`src/rtl/mux_rr_scheduler.sv`:
```
// Round-robin burst scheduler: muxes NUM_DATA requesters onto one registered output lane.
// Latency: one cycle from an accepted request to OUT_VALID/OUT_DATA/OUT_SEL.
// Backpressure: REQ_READY drops while a held word waits on OUT_READY; a stalled burst pauses, never ends.
module mux_rr_scheduler #(
  parameter  int DATA_WIDTH = 16,
  parameter  int NUM_DATA   = 16,
  parameter  int BURST_LEN  = 4,
  localparam int CTRL_WIDTH = (NUM_DATA > 1) ? $clog2(NUM_DATA) : 1
) (
  input  logic                           CLK,
  input  logic                           RESET_N,
  input  logic [NUM_DATA-1:0]            REQ_VALID,
  input  logic [DATA_WIDTH*NUM_DATA-1:0] REQ_DATA,
  output logic [NUM_DATA-1:0]            REQ_READY,
  output logic                           OUT_VALID,
  output logic [DATA_WIDTH-1:0]          OUT_DATA,
  output logic [CTRL_WIDTH-1:0]          OUT_SEL,
  input  logic                           OUT_READY
);

  // Counter must hold BURST_LEN itself so the "burst complete" compare is exact.
  localparam int CNT_WIDTH = $clog2(BURST_LEN + 1);

  typedef enum logic {
    ST_IDLE  = 1'b0,
    ST_BURST = 1'b1
  } state_t;

  state_t                state_q;
  logic [CTRL_WIDTH-1:0] ptr_q;
  logic [CTRL_WIDTH-1:0] ptr_d;
  logic [CTRL_WIDTH-1:0] grant_q;
  logic [CNT_WIDTH-1:0]  burst_cnt_q;
  logic [CNT_WIDTH-1:0]  burst_cnt_d;
  logic                  out_valid_q;
  logic [DATA_WIDTH-1:0] out_data_q;
  logic [CTRL_WIDTH-1:0] out_sel_q;

  logic                  arb_found;
  logic [CTRL_WIDTH-1:0] arb_idx;
  logic [CTRL_WIDTH:0]   scan_idx;
  logic                  grant_vld;
  logic [CTRL_WIDTH-1:0] grant_idx;
  logic                  accept_ok;
  logic                  xfer;
  logic                  burst_done;
  logic [DATA_WIDTH-1:0] sel_word;

  // Round-robin search: first valid requester at or above ptr_q, wrapping at NUM_DATA (not 2**CTRL_WIDTH).
  always_comb begin
    arb_found = 1'b0;
    arb_idx   = '0;
    scan_idx  = '0;
    for (int k = 0; k < NUM_DATA; k++) begin
      scan_idx = {1'b0, ptr_q} + (CTRL_WIDTH+1)'(k);
      if (scan_idx >= (CTRL_WIDTH+1)'(NUM_DATA)) begin
        scan_idx = scan_idx - (CTRL_WIDTH+1)'(NUM_DATA);
      end
      if (!arb_found && REQ_VALID[scan_idx[CTRL_WIDTH-1:0]]) begin
        arb_found = 1'b1;
        arb_idx   = scan_idx[CTRL_WIDTH-1:0];
      end
    end
  end

  // Grant selection, one-hot ready, AND-OR data mux and next pointer/count values.
  always_comb begin
    grant_vld   = (state_q == ST_BURST) || arb_found;
    grant_idx   = (state_q == ST_BURST) ? grant_q : arb_idx;
    accept_ok   = !out_valid_q || OUT_READY;
    REQ_READY   = '0;
    sel_word    = '0;
    for (int i = 0; i < NUM_DATA; i++) begin
      // RESET_N gating keeps ready low while reset is held even if requesters are valid.
      if (RESET_N && grant_vld && accept_ok && (grant_idx == CTRL_WIDTH'(i))) begin
        REQ_READY[i] = 1'b1;
      end
      sel_word = sel_word |
                 (REQ_DATA[i*DATA_WIDTH +: DATA_WIDTH] & {DATA_WIDTH{grant_idx == CTRL_WIDTH'(i)}});
    end
    xfer        = |(REQ_READY & REQ_VALID);
    ptr_d       = (grant_idx == CTRL_WIDTH'(NUM_DATA - 1)) ? '0 : (grant_idx + CTRL_WIDTH'(1));
    burst_cnt_d = burst_cnt_q + CNT_WIDTH'(1);
    burst_done  = (burst_cnt_d == CNT_WIDTH'(BURST_LEN));
  end

  // IDLE/BURST controller plus the registered output stage.
  always_ff @(posedge CLK or negedge RESET_N) begin
    if (!RESET_N) begin
      state_q     <= ST_IDLE;
      ptr_q       <= '0;
      grant_q     <= '0;
      burst_cnt_q <= '0;
      out_valid_q <= 1'b0;
      out_data_q  <= '0;
      out_sel_q   <= '0;
    end else begin
      if (xfer) begin
        out_valid_q <= 1'b1;
        out_data_q  <= sel_word;
        out_sel_q   <= grant_idx;
      end else if (OUT_READY) begin
        out_valid_q <= 1'b0;
      end

      case (state_q)
        ST_IDLE: begin
          if (xfer) begin
            if (BURST_LEN > 1) begin
              state_q     <= ST_BURST;
              grant_q     <= arb_idx;
              burst_cnt_q <= CNT_WIDTH'(1);
            end else begin
              ptr_q <= ptr_d;
            end
          end
        end
        ST_BURST: begin
          // Only evaluated when the output can accept: a stall freezes grant and count.
          if (accept_ok) begin
            if (!REQ_VALID[grant_q] || burst_done) begin
              state_q     <= ST_IDLE;
              ptr_q       <= ptr_d;
              burst_cnt_q <= '0;
            end else begin
              burst_cnt_q <= burst_cnt_d;
            end
          end
        end
        default: begin
          state_q <= ST_IDLE;
        end
      endcase
    end
  end

  assign OUT_VALID = out_valid_q;
  assign OUT_DATA  = out_data_q;
  assign OUT_SEL   = out_sel_q;

endmodule

```
`config.mk`:
```
export PLATFORM = sky130hd
export DESIGN_NAME = mux_rr_scheduler
export DESIGN_NICKNAME = d
export VERILOG_FILES = /design/src/rtl/mux_rr_scheduler.sv
export SDC_FILE = /design/constraint.sdc
export NUM_CORES = 1
export LEC_CHECK = 0
export ABC_AREA = 1
export BUFFER_PORTS_ARGS = -buffer_cell sky130_fd_sc_hd__buf_2
export CORE_MARGIN = 2
export CORE_UTILIZATION = 40
export CTS_CLUSTER_DIAMETER = 200
export CTS_CLUSTER_SIZE = 28
export DETAILED_ROUTE_END_ITERATION = 8
export PLACE_DENSITY = 0.74
export SLEW_MARGIN = 25
export SYNTH_ARGS = -nofsm -noshare
export SYNTH_HDL_FRONTEND = slang
export SYNTH_SLANG_ARGS = --single-unit
```
`constraint.sdc`:
```
create_clock -name CLK -period 14.7 [get_ports CLK]
set_input_delay 2.94 -clock CLK [delete_from_list [all_inputs] [get_ports CLK]]
set_output_delay 2.94 -clock CLK [all_outputs]
set_load 0.02 [all_outputs]
```
* Word-level counts from Yosys, hierarchy flattened
Index checks and enable logic that the tools add are counted.
** Word-level totals
- Register bits :: 33
- Output and inout port bits :: 37
- Word-level logic and storage cells :: 297
- Input bits :: 275
** Cells by class
- Reductions and logical operators :: 59
- Magnitude comparators :: 33
- Eq/ne operators :: 19
- Muxes and demuxes :: 113
- Add/sub/neg operators :: 33
- Bitwise gates (word level) :: 33
** Operators by type and width (count)
- $and 16x16->16 :: 17
- $or 16x16->16 :: 15
- $mux 4 :: 37
- $lt 4x5->1 const B :: 17
- $ge 5x5->1 const B :: 15
- $bmux 1 s4 :: 17
- $sub 4x1->4 const B :: 16
- $mux 1 :: 54
- $add 4x4->5 const B :: 8
- $logic_and 1x1->1 :: 33
- $eq 4x4->1 const B :: 8
- $add 4x3->5 const B :: 4
- $logic_not 1->1 :: 17
- $eq 4x3->1 const B :: 4
- $reduce_or 16->1 :: 1
- $add 4x2->5 const B :: 2
- $mux 3 :: 3
- $eq 4x2->1 const B :: 2
- $pmux 3 s2 :: 1
- $add 4x1->5 const B :: 1
- $ge 4x5->1 const B :: 1
- $add 4x1->4 const B :: 1
- $eq 4x1->1 const B :: 1
- $logic_not 4->1 :: 1
- other kinds (10) :: 14

* Longest topological paths before layout
Gate-level depths: netlist of the first run.
- Word-level depth :: 68
- Mapped depth :: 36
- Mapped depth without buffers :: 35

* Least setup slack after synthesis of the first run
Ideal clock, no wire load.
- Kind :: input -> output
- From :: in REQ_VALID[14]
- To :: out REQ_READY[15]
- Required time :: 11.760 ns
- Buffers on the path :: 1
- Cell stages on the path :: 27
- Arrival :: 5.977 ns
- Slack :: 5.783 ns
- Cells stage by stage :: nand2_1 -> nand3_1 -> nand3_1 -> nand2_1 -> nand2_1 -> nand2_2 -> nor2_4 -> nand4_2 -> nor2_4 -> nand4_2 -> nor2_2 -> nand3_2 -> nor2_2 -> nand2_2 -> nor2_2 -> nand3_1 -> nand3_1 -> inv_1 -> nand2_1 -> nand2_1 -> inv_1 -> ha_1 -> inv_1 -> nor2_4 -> buf_2 -> inv_1 -> nor2_1
** RTL lines
- start, declared :: line 12 : input logic [NUM_DATA-1:0] REQ_VALID,
- $bmux 1 s4 :: line 59 : if (!arb_found && REQ_VALID[scan_idx[CTRL_WIDTH-1:0]]) begin
- $mux 1 (implied by the code) :: line 59
- $mux 1 :: line 59
- $logic_not 1->1 :: line 59
- $logic_and 1x1->1 :: line 59
- $mux 1 :: line 59
- $logic_not 1->1 :: line 59
- $logic_and 1x1->1 :: line 59
- (+37 left out)
- $logic_not 1->1 :: line 59
- $logic_and 1x1->1 :: line 59
- $mux 4 * :: line 59
- $mux 4 * :: line 69 : grant_idx = (state_q == ST_BURST) ? grant_q : arb_idx;
- net grant_idx[1] :: line 43 : logic [CTRL_WIDTH-1:0] grant_idx;
- $eq 4x4->1 * :: line 75 : if (RESET_N && grant_vld && accept_ok && (grant_idx == CTRL_WIDTH'(i))) begin
- $logic_and 1x1->1 * :: line 75
- $mux 1 * :: line 75
- end, declared :: line 14 : output logic [NUM_DATA-1:0] REQ_READY,
The timed path passes the listed nets; every way through them passes the cells marked *. The select of a mux whose other input is x is not followed.

* Worst setup path after layout of the first run
- From :: in REQ_VALID[6]
- To :: out REQ_READY[15]
Same word-level chain as after synthesis.

==> results of run 1 <==
## metrics by stage
| stage | hold WS, ns | worst slack, ns | utilization [%] | instance area [um^2] |
|---|---|---|---|---|
| floorplan | 0.4687 | 5.783 | - | 5438 |
| global placement | 0.4608 | 4.938 | 53.20 | 7046 |
| detailed placement | 0.4617 | 4.890 | 53.22 | 7048 |
| CTS | 0.4785 | 4.862 | 54.30 | 7191 |
| global route | 0.5040 | 4.339 | 54.36 | 7198 |
| finish | 0.4758 | 4.729 | 54.37 | 7201 |
## cells by family (layout without fill, tap and decap cells)
logic type | Yosys count | after routing | share of synthesized area, %
AND/OR/NAND/NOR | 802 | 802 | 66.15
flip-flops | 33 | 33 | 15.19
adder cells (fa/ha/maj) | 13 | 13 | 2.991
AO/OA/AOI/OAI | 64 | 64 | 6.650
XOR/XNOR | 6 | 6 | 1.243
other | 0 | 4 | 0
buffers and inverters | 96 | 384 | 7.777
## registers in the layout, summed over array words and instances, names as in the netlist
| name | cells |
|---|---|
| OUT_DATA | 16 |
| OUT_SEL | 4 |
| OUT_VALID | 1 |
| burst_cnt_q | 3 |
| grant_q | 4 |
| ptr_q | 4 |
| state_q | 1 |
## final timing paths
kind,startpoint,cells past startpoint,end,slack [ns]
worst max-delay path,REQ_VALID[6],28,REQ_READY[15],4.73
worst max register to register,ptr_q[1]$_DFFE_PN0P_,26,OUT_SEL[0]$_DFFE_PN0P_,6.66
min in group asynchronous,RESET_N,1,OUT_SEL[3]$_DFFE_PN0P_,2.77
worst min register to register,OUT_DATA[12]$_DFFE_PN0P_,2,OUT_DATA[12]$_DFFE_PN0P_,0.48
worst min-delay path,OUT_DATA[12]$_DFFE_PN0P_,2,OUT_DATA[12]$_DFFE_PN0P_,0.48
max in group asynchronous,RESET_N,1,ptr_q[3]$_DFFE_PN0P_,11.40
## final cells by class
type / instances / area [um^2]
diodes: 4 / 10.01
clock buffers: 5 / 125.1
clock inverters: 3 / 17.52
fillers: 1500 / 6042
inverters: 63 / 239.0
multi-input cells: 885 / 4192
flip-flops and latches: 33 / 825.8
well taps: 176 / 220.2
repair buffers: 313 / 1572
## layout by cell type, fill, tap and decap left out, drive strengths merged
| cell | synthesis | layout |
|---|---|---|
| o21a | 2 | 2 |
| nand3b | 1 | 1 |
| nand2 | 465 | 465 |
| a21oi | 27 | 27 |
| o21bai | 1 | 1 |
| clkinv | 3 | 5 |
| nor3 | 29 | 29 |
| inv | 60 | 60 |
| o21ai | 20 | 20 |
| a31oi | 3 | 3 |
| o22ai | 3 | 3 |
| or2 | 1 | 1 |
| clkbuf | 6 | 5 |
| ha | 13 | 13 |
| nand4 | 54 | 54 |
| xor2 | 5 | 5 |
| dfrtp | 33 | 33 |
| nor2 | 94 | 94 |
| nand3 | 154 | 154 |
| diode | 0 | 4 |
| a22o | 2 | 2 |
| nor3b | 1 | 1 |
| nor4 | 3 | 3 |
| o221ai | 3 | 3 |
| a21boi | 1 | 1 |
| buf | 27 | 313 |
| o211ai | 2 | 2 |
| xnor2 | 1 | 1 |
| clkinvlp | 0 | 1 |
## worst max-delay path, delay by kind of cell
| kind | cells | cell delay, ns |
|---|---|---|
| adder cells (fa/ha/maj) | 1 | 0.22 |
| buffers and inverters | 6 | 0.79 |
| AND/OR/NAND/NOR | 21 | 3.07 |
## layer usage
layer  GRT usage (%)  vias up
li1                -     3927
met1           49.64     3754
met2           70.02      617
met3           9.717      137
met4           34.45        2
met5               0        -
==> results.txt, run 1 <==
DIE WIDTH: 120.6 um
Slew @ Worst Pin: 0.9367 ns
Initial Util: 41.06%
post-synthesis cell type count: 42
root buf cell: clkbuf_16
core area: 13240 um^2
via count: 8437
synthesis warning total: 0
#FFs+latches synth: 33
first-pass GRT wire length: 46860 um
final wirelength: 32280 um
syn_area_per_cell: 5.363 um^2
Non-Filler Instances: 1482
Synth top area share: 31.06%
highest metal used: met5
synthesis-to-finish area growth: 32.42%
met3 wire len: 3423 um
sequential area share after synthesis: 15.19%
final hold violation count: 0
Slew Viols, Final: 0
Initial DRC Count: 1142
final global-route overflow total: 0
aggregate negative setup slack: 0 ns
Clock Skew: 0.003154 ns
Max-Cap Viols: 0
row count: 42
CTS Buf Count: 5
Die ar.: 14540 um^2
Final ANT Viol Nets: 0
Placed Cells: 1470
share of post-route cells with drive strength above 1: 28.88%
crit path DAT: 7.03 ns
synthesized cell area: 5438 um^2
Synth area leaders: nand2_1, dfrtp_1, nand3_1
all-layer global routing usage: 43.52%
Worst slew margin: 37.49%
# setup viols final: 0
Slowest-stage cell, CP: nor2_4
Syn Inst Count: 1014
crit-path max cell delay: 0.54 ns
final layout net count: 1589
Synth Flop Type: dfrtp_1
most frequent cells after synthesis: nand2_1, nand3_1, nor2_1
top-count cell post-synth: nand2_1
post-synth top area cell: nand2_1
Worst setup EP type: primary output
Worst-Skew Late Latency: 0.28 ns
cts hold-fix bufs: 0
Clock Tree Buf Depth: 2
fmax: 100.3 MHz
Final HPWL DP: 26550 um
vias in the first global route: 8175
io pins: 312
status: complete, no violations
Vias/cell: 5.693
CTS resizes: 0
metal2 WL: 14530 um
H-Tree Depth: 2
syn_nets: 1302
Period Utilization, post-route: 67.83%
RSZ-0062 raised after global routing: no
DRT met1 WL: 11320 um
drt wl/cell: 21.78 um
CTS tree: yes
fraction of registers with async set or reset after synthesis: 100.0%
Clk pin slew, worst setup/hold paths: 0.06 ns
Most common cell on crit path: nand2_1
Port Buf Inserts: 311
drt first pass iters: 6
CP Data Required Time: 11.76 ns
postcts setup bufs: 0
Critical Path Fanout Max: 18
Crit Path Class: primary input to primary output
Die Height: 120.6 um
Tmin final: 9.971 ns
largest net degree at the start of global routing: 35
clock sinks: 33
EDFF count, synth: 0
RePlAce Congestion: 1.042
HP Class: register to register
Setup crit start kind: primary input
DRC viols: 0
initial antenna violation count: 5
Power of run 1 is left out: the tool's default activity adds up to more than one toggle a clock period on the data nets, which glitch-free logic cannot reach.
==> run 2: changes to the inputs <==
==> constraint.sdc (replaced) <==
create_clock -name CLK -period 9.5 [get_ports CLK]
set_input_delay 1.9 -clock CLK [delete_from_list [all_inputs] [get_ports CLK]]
set_output_delay 1.9 -clock CLK [all_outputs]
set_load 0.02 [all_outputs]
==> results.txt, run 2 (synthesized netlist as in run 1, its figures left out) <==
Crit Path Class: register to primary output
root buf cell: clkbuf_16
DRC viols: 0 (unchanged)
core area: 13240 um^2 (unchanged)
drt wl/cell: 21.74 um (-0.17%)
Tmin final: 8.182 ns
most frequent cells in the layout: nand2_1, buf_2, nand3_1, nor2_1, inv_1
DIE WIDTH: 120.6 um (unchanged)
initial antenna violation count: 5 (unchanged)
CP Data Required Time: 7.60 ns (-4.16 ns)
Clock Tree Buf Depth: 2 (unchanged)
GR peak layer: met2
dpl ws: 1.774 ns (-3.117 ns)
Critical Path Fanout Max: 23 (+5)
first-pass GRT wire length: 47280 um (+0.90%)
Initial Util: 41.06% (unchanged)
Worst setup EP type: primary output
Slew Viols, Final: 0 (unchanged)
final global-route overflow total: 0 (unchanged)
via count: 8494 (+0.68%)
RePlAce Congestion: 1.014 (-2.6%)
all-layer global routing usage: 43.84% (+0.31 points)
synthesis-to-finish area growth: 32.63%
Die Height: 120.6 um (unchanged)
status: complete, no violations
FILL cells: 1513 (+0.87%)
fin worst setup slack: 1.318 ns (-3.411 ns)
largest net degree at the start of global routing: 35 (unchanged)
Final HPWL DP: 26880 um (+1.3%)
most common cell after layout, fill and taps aside: nand2_1
Worst-Skew Late Latency: 0.29 ns (about the same)
Initial DRC Count: 930 (-19%)
io pins: 312 (unchanged)
Setup crit start kind: register
M2 GR Usage: 71.47% (+1.4 points)
multi-input logic area: 4192 um^2 (unchanged)
drt first pass iters: 6 (unchanged)
Max-Cap Viols: 0 (unchanged)
CTS tree: yes
share of post-route cells with drive strength above 1: 28.91% (+0.032 points)
Slowest-stage cell, CP: dfrtp_1
Vias/cell: 5.724 (+0.54%)
Clock Skew: 0.005262 ns (+0.002107 ns)
postcts setup bufs: 0 (unchanged)
Final ANT Viol Nets: 0 (unchanged)
final hold violation count: 0 (unchanged)
fmax: 122.2 MHz
register area: 825.8 um^2 (unchanged)
CTS resizes: 0 (unchanged)
Clk pin slew, worst setup/hold paths: 0.06 ns (about the same)
final wirelength: 32270 um (about the same)
Slew @ Worst Pin: 0.9615 ns (+0.02476 ns)
H-Tree Depth: 2 (unchanged)
grt met3 use: 13.16% (+3.4 points)
Die ar.: 14540 um^2 (unchanged)
HP Class: register to register
RSZ-0062 raised after global routing: no
max reg flops: 16 (unchanged)
crit-path max cell delay: 0.81 ns (+0.27 ns)
Worst slew margin: 35.83% (-1.7 points)
Period Utilization, post-route: 86.12%
Port Buf Inserts: 311 (unchanged)
row count: 42 (unchanged)
vias in the first global route: 8108 (-0.82%)
Fin Hold WS: 0.4809 ns (+0.005077 ns)
clock sinks: 33 (unchanged)
final layout net count: 1591 (+0.13%)
CTS Buf Count: 5 (unchanged)
# setup viols final: 0 (unchanged)
cts hold-fix bufs: 0 (unchanged)
Most common cell on crit path: inv_1
crit path DAT: 6.28 ns (-0.75 ns)
aggregate negative setup slack: 0 ns (unchanged)
met1 global-route usage: 47.70% (-1.9 points)
-- run 2: changes by cell type in the layout (fill, tap and decap cells not counted), sizes merged --
cell / change
clkinvlp: -1
buf: +2
clkbuf: +1
-- run 2: layout make-up --
type | instances | share of cell area [%]
Multi-Input combinational cell | 885 | 58.12
Timing Repair Buffer | 315 | 22.00
Sequential cell | 33 | 11.45
Inverter | 63 | 3.314
Tap cell | 176 | 3.053
Clock buffer | 6 | 1.787
Clock inverter | 2 | 0.1388
Antenna cell | 4 | 0.1388
-- run 2: critical path, delay by kind of cell (launching register included) --
family	cells	cell delay (ns)
DFF	1	0.81
adders and majority gates	2	0.80
buffers and inverters	7	1.42
and+or+nand+nor	20	2.92
-- run 2: worst paths after layout --
path | startpoint | to | slack, ns | cells past startpoint
setup / recovery | ptr_q[0]$_DFFE_PN0P_ | REQ_READY[15] | 1.32 | 29
hold / removal | OUT_DATA[12]$_DFFE_PN0P_ | OUT_DATA[12]$_DFFE_PN0P_ | 0.48 | 2
setup reg to reg | ptr_q[0]$_DFFE_PN0P_ | OUT_SEL[0]$_DFFE_PN0P_ | 1.87 | 31
hold reg to reg | OUT_DATA[12]$_DFFE_PN0P_ | OUT_DATA[12]$_DFFE_PN0P_ | 0.48 | 2
max in group asynchronous | RESET_N | state_q$_DFF_PN0_ | 7.25 | 1
min in group asynchronous | RESET_N | OUT_SEL[0]$_DFFE_PN0P_ | 1.71 | 1
-- run 2: routing by layer --
layer	share of wire [%]	wire, um
met1	34	10900
met2	46	14750
met3	11	3647
met4	9.2	2968
met5	0	0
-- run 2: through the flow --
step	utilization (%)	cell area (um^2)	cells
6_report	54.46	7212	1484
3_3_place_gp	53.32	7061	1472
5_1_grt	54.42	7207	1482
2_1_floorplan	-	5438	1014
4_1_cts	54.38	7202	1480
3_5_place_dp	53.34	7063	1472
Power of run 2 is left out for the same reason.
==> run 3: changes to the inputs <==
==> constraint.sdc (replaced) <==
create_clock -name CLK -period 9.5 [get_ports CLK]
set_input_delay 1.9 -clock CLK [delete_from_list [all_inputs] [get_ports CLK]]
set_output_delay 1.9 -clock CLK [all_outputs]
set_load 0.1 [all_outputs]
==> results.txt, run 3 (synthesized netlist as in run 1, its figures left out) <==
aggregate negative setup slack: 0 ns (unchanged)
initial antenna violation count: 5 (unchanged)
Clk pin slew, worst setup/hold paths: 0.06 ns (about the same)
row count: 42 (unchanged)
final layout net count: 1593 (+0.13%)
max reg flops: 16 (unchanged)
most common cell after layout, fill and taps aside: nand2_1
final global-route overflow total: 0 (unchanged)
crit-path max cell delay: 0.54 ns (-0.27 ns)
Critical Path Fanout Max: 8 (-65%)
CP Data Required Time: 7.60 ns (about the same)
Slew @ Worst Pin: 0.9478 ns (-0.01362 ns)
status: complete, no violations
Setup crit start kind: primary input
cts hold-fix bufs: 0 (unchanged)
via count: 8438 (-0.66%)
DRC viols: 0 (unchanged)
largest net degree at the start of global routing: 35 (unchanged)
all-layer global routing usage: 43.75% (-0.090 points)
drt first pass iters: 6 (unchanged)
HP Class: register to register
drt wl/cell: 21.63 um (-0.53%)
most frequent cells in the layout: nand2_1, buf_2, nand3_1, nor2_1, inv_1
root buf cell: clkbuf_16
DIE WIDTH: 120.6 um (unchanged)
Max-Cap Viols: 0 (unchanged)
CTS tree: yes
Period Utilization, post-route: 85.49% (-0.63 points)
# setup viols final: 0 (unchanged)
Die ar.: 14540 um^2 (unchanged)
crit path DAT: 6.22 ns (-0.06 ns)
share of post-route cells with drive strength above 1: 29.10% (+0.19 points)
CTS Buf Count: 5 (unchanged)
Vias/cell: 5.671 (-0.93%)
Worst setup EP type: primary output
Initial DRC Count: 947 (+1.8%)
io pins: 312 (unchanged)
final wirelength: 32190 um (-0.26%)
Worst-Skew Late Latency: 0.28 ns (about the same)
Port Buf Inserts: 311 (unchanged)
Slowest-stage cell, CP: nor3_1
Most common cell on crit path: nand2_1
synthesis-to-finish area growth: 33.06%
flop2flop setup slack: 2.47 ns (+0.60 ns)
fmax: 123.1 MHz (+0.74%)
Crit Path Class: primary input to primary output
Initial Util: 41.06% (unchanged)
Final HPWL DP: 26450 um (-1.6%)
Slew Viols, Final: 0 (unchanged)
Fin Hold WS: 0.4803 ns (-0.0005760 ns)
Final ANT Viol Nets: 0 (unchanged)
postcts setup bufs: 0 (unchanged)
Tmin final: 8.122 ns (-0.05973 ns)
clock sinks: 33 (unchanged)
first-pass GRT wire length: 47060 um (-0.45%)
Clock Skew: 0.003389 ns (-0.001873 ns)
dpl ws: 1.512 ns (-0.2611 ns)
Die Height: 120.6 um (unchanged)
H-Tree Depth: 2 (unchanged)
RePlAce Congestion: 0.9858 (-2.8%)
vias in the first global route: 8139 (+0.38%)
Critical path buffers and inverters: 5 (-2)
Worst slew margin: 36.74% (+0.91 points)
family with the most delay on the worst path: simple AND/OR/NAND/NOR gates
final hold violation count: 0 (unchanged)
fin worst setup slack: 1.378 ns (+0.05973 ns)
RSZ-0062 raised after global routing: no
Clock Tree Buf Depth: 2 (unchanged)
CTS resizes: 0 (unchanged)
core area: 13240 um^2 (unchanged)
-- run 3: changes by cell type in the layout (fill, tap and decap cells not counted), sizes merged --
cell      change
buf           +2
clkbuf        -1
clkinvlp      +1
diode         +2
-- run 3: layer usage --
layer | share of wire, % | up-vias | GRT usage (%)
met5 | 0 | - | 0
li1 | - | 3945 | -
met1 | 35 | 3766 | 49.93
met3 | 9.9 | 155 | 8.868
met2 | 45 | 572 | 70.59
met4 | 9.8 | 0 | 35.47
-- run 3: area by class of cell --
| cell class | count | area [um^2] |
|---|---|---|
| well taps | 176 | 220.2 |
| fillers | 1479 | 6007 |
| flip-flops and latches | 33 | 825.8 |
| diodes | 6 | 15.01 |
| clock buffers | 5 | 125.1 |
| clock inverters | 3 | 17.52 |
| inverters | 63 | 239.0 |
| repair buffers | 317 | 1602 |
| multi-input cells | 885 | 4192 |
-- run 3: metrics by stage --
stage / instance area, um^2 / util [%] / instances
final: 7236 / 54.64 / 1488
after global routing: 7231 / 54.60 / 1486
after CTS: 7221 / 54.53 / 1482
after detailed placement: 7078 / 53.45 / 1474
after global placement: 7076 / 53.43 / 1474
after floorplan: 5438 / - / 1014
-- run 3: worst paths after layout --
kind / cells after the start / to / from
worst max-delay path: 26 / REQ_READY[2] / REQ_VALID[3]
worst min-delay path: 2 / OUT_DATA[0]$_DFFE_PN0P_ / OUT_DATA[0]$_DFFE_PN0P_
worst max register to register: 30 / OUT_SEL[1]$_DFFE_PN0P_ / ptr_q[2]$_DFFE_PN0P_
worst min register to register: 2 / OUT_DATA[0]$_DFFE_PN0P_ / OUT_DATA[0]$_DFFE_PN0P_
max in group asynchronous: 1 / grant_q[2]$_DFFE_PN0P_ / RESET_N
min in group asynchronous: 1 / OUT_SEL[0]$_DFFE_PN0P_ / RESET_N
-- run 3: worst register-to-register path, delay by kind of cell (launching register included) --
family          cells  cell delay [ns]
compound gates      2             0.16
fa+ha+maj           2             0.74
buf+inv             6             1.45
flops               1             0.86
simple gates       20             3.71
Power of run 3 is left out for the same reason.
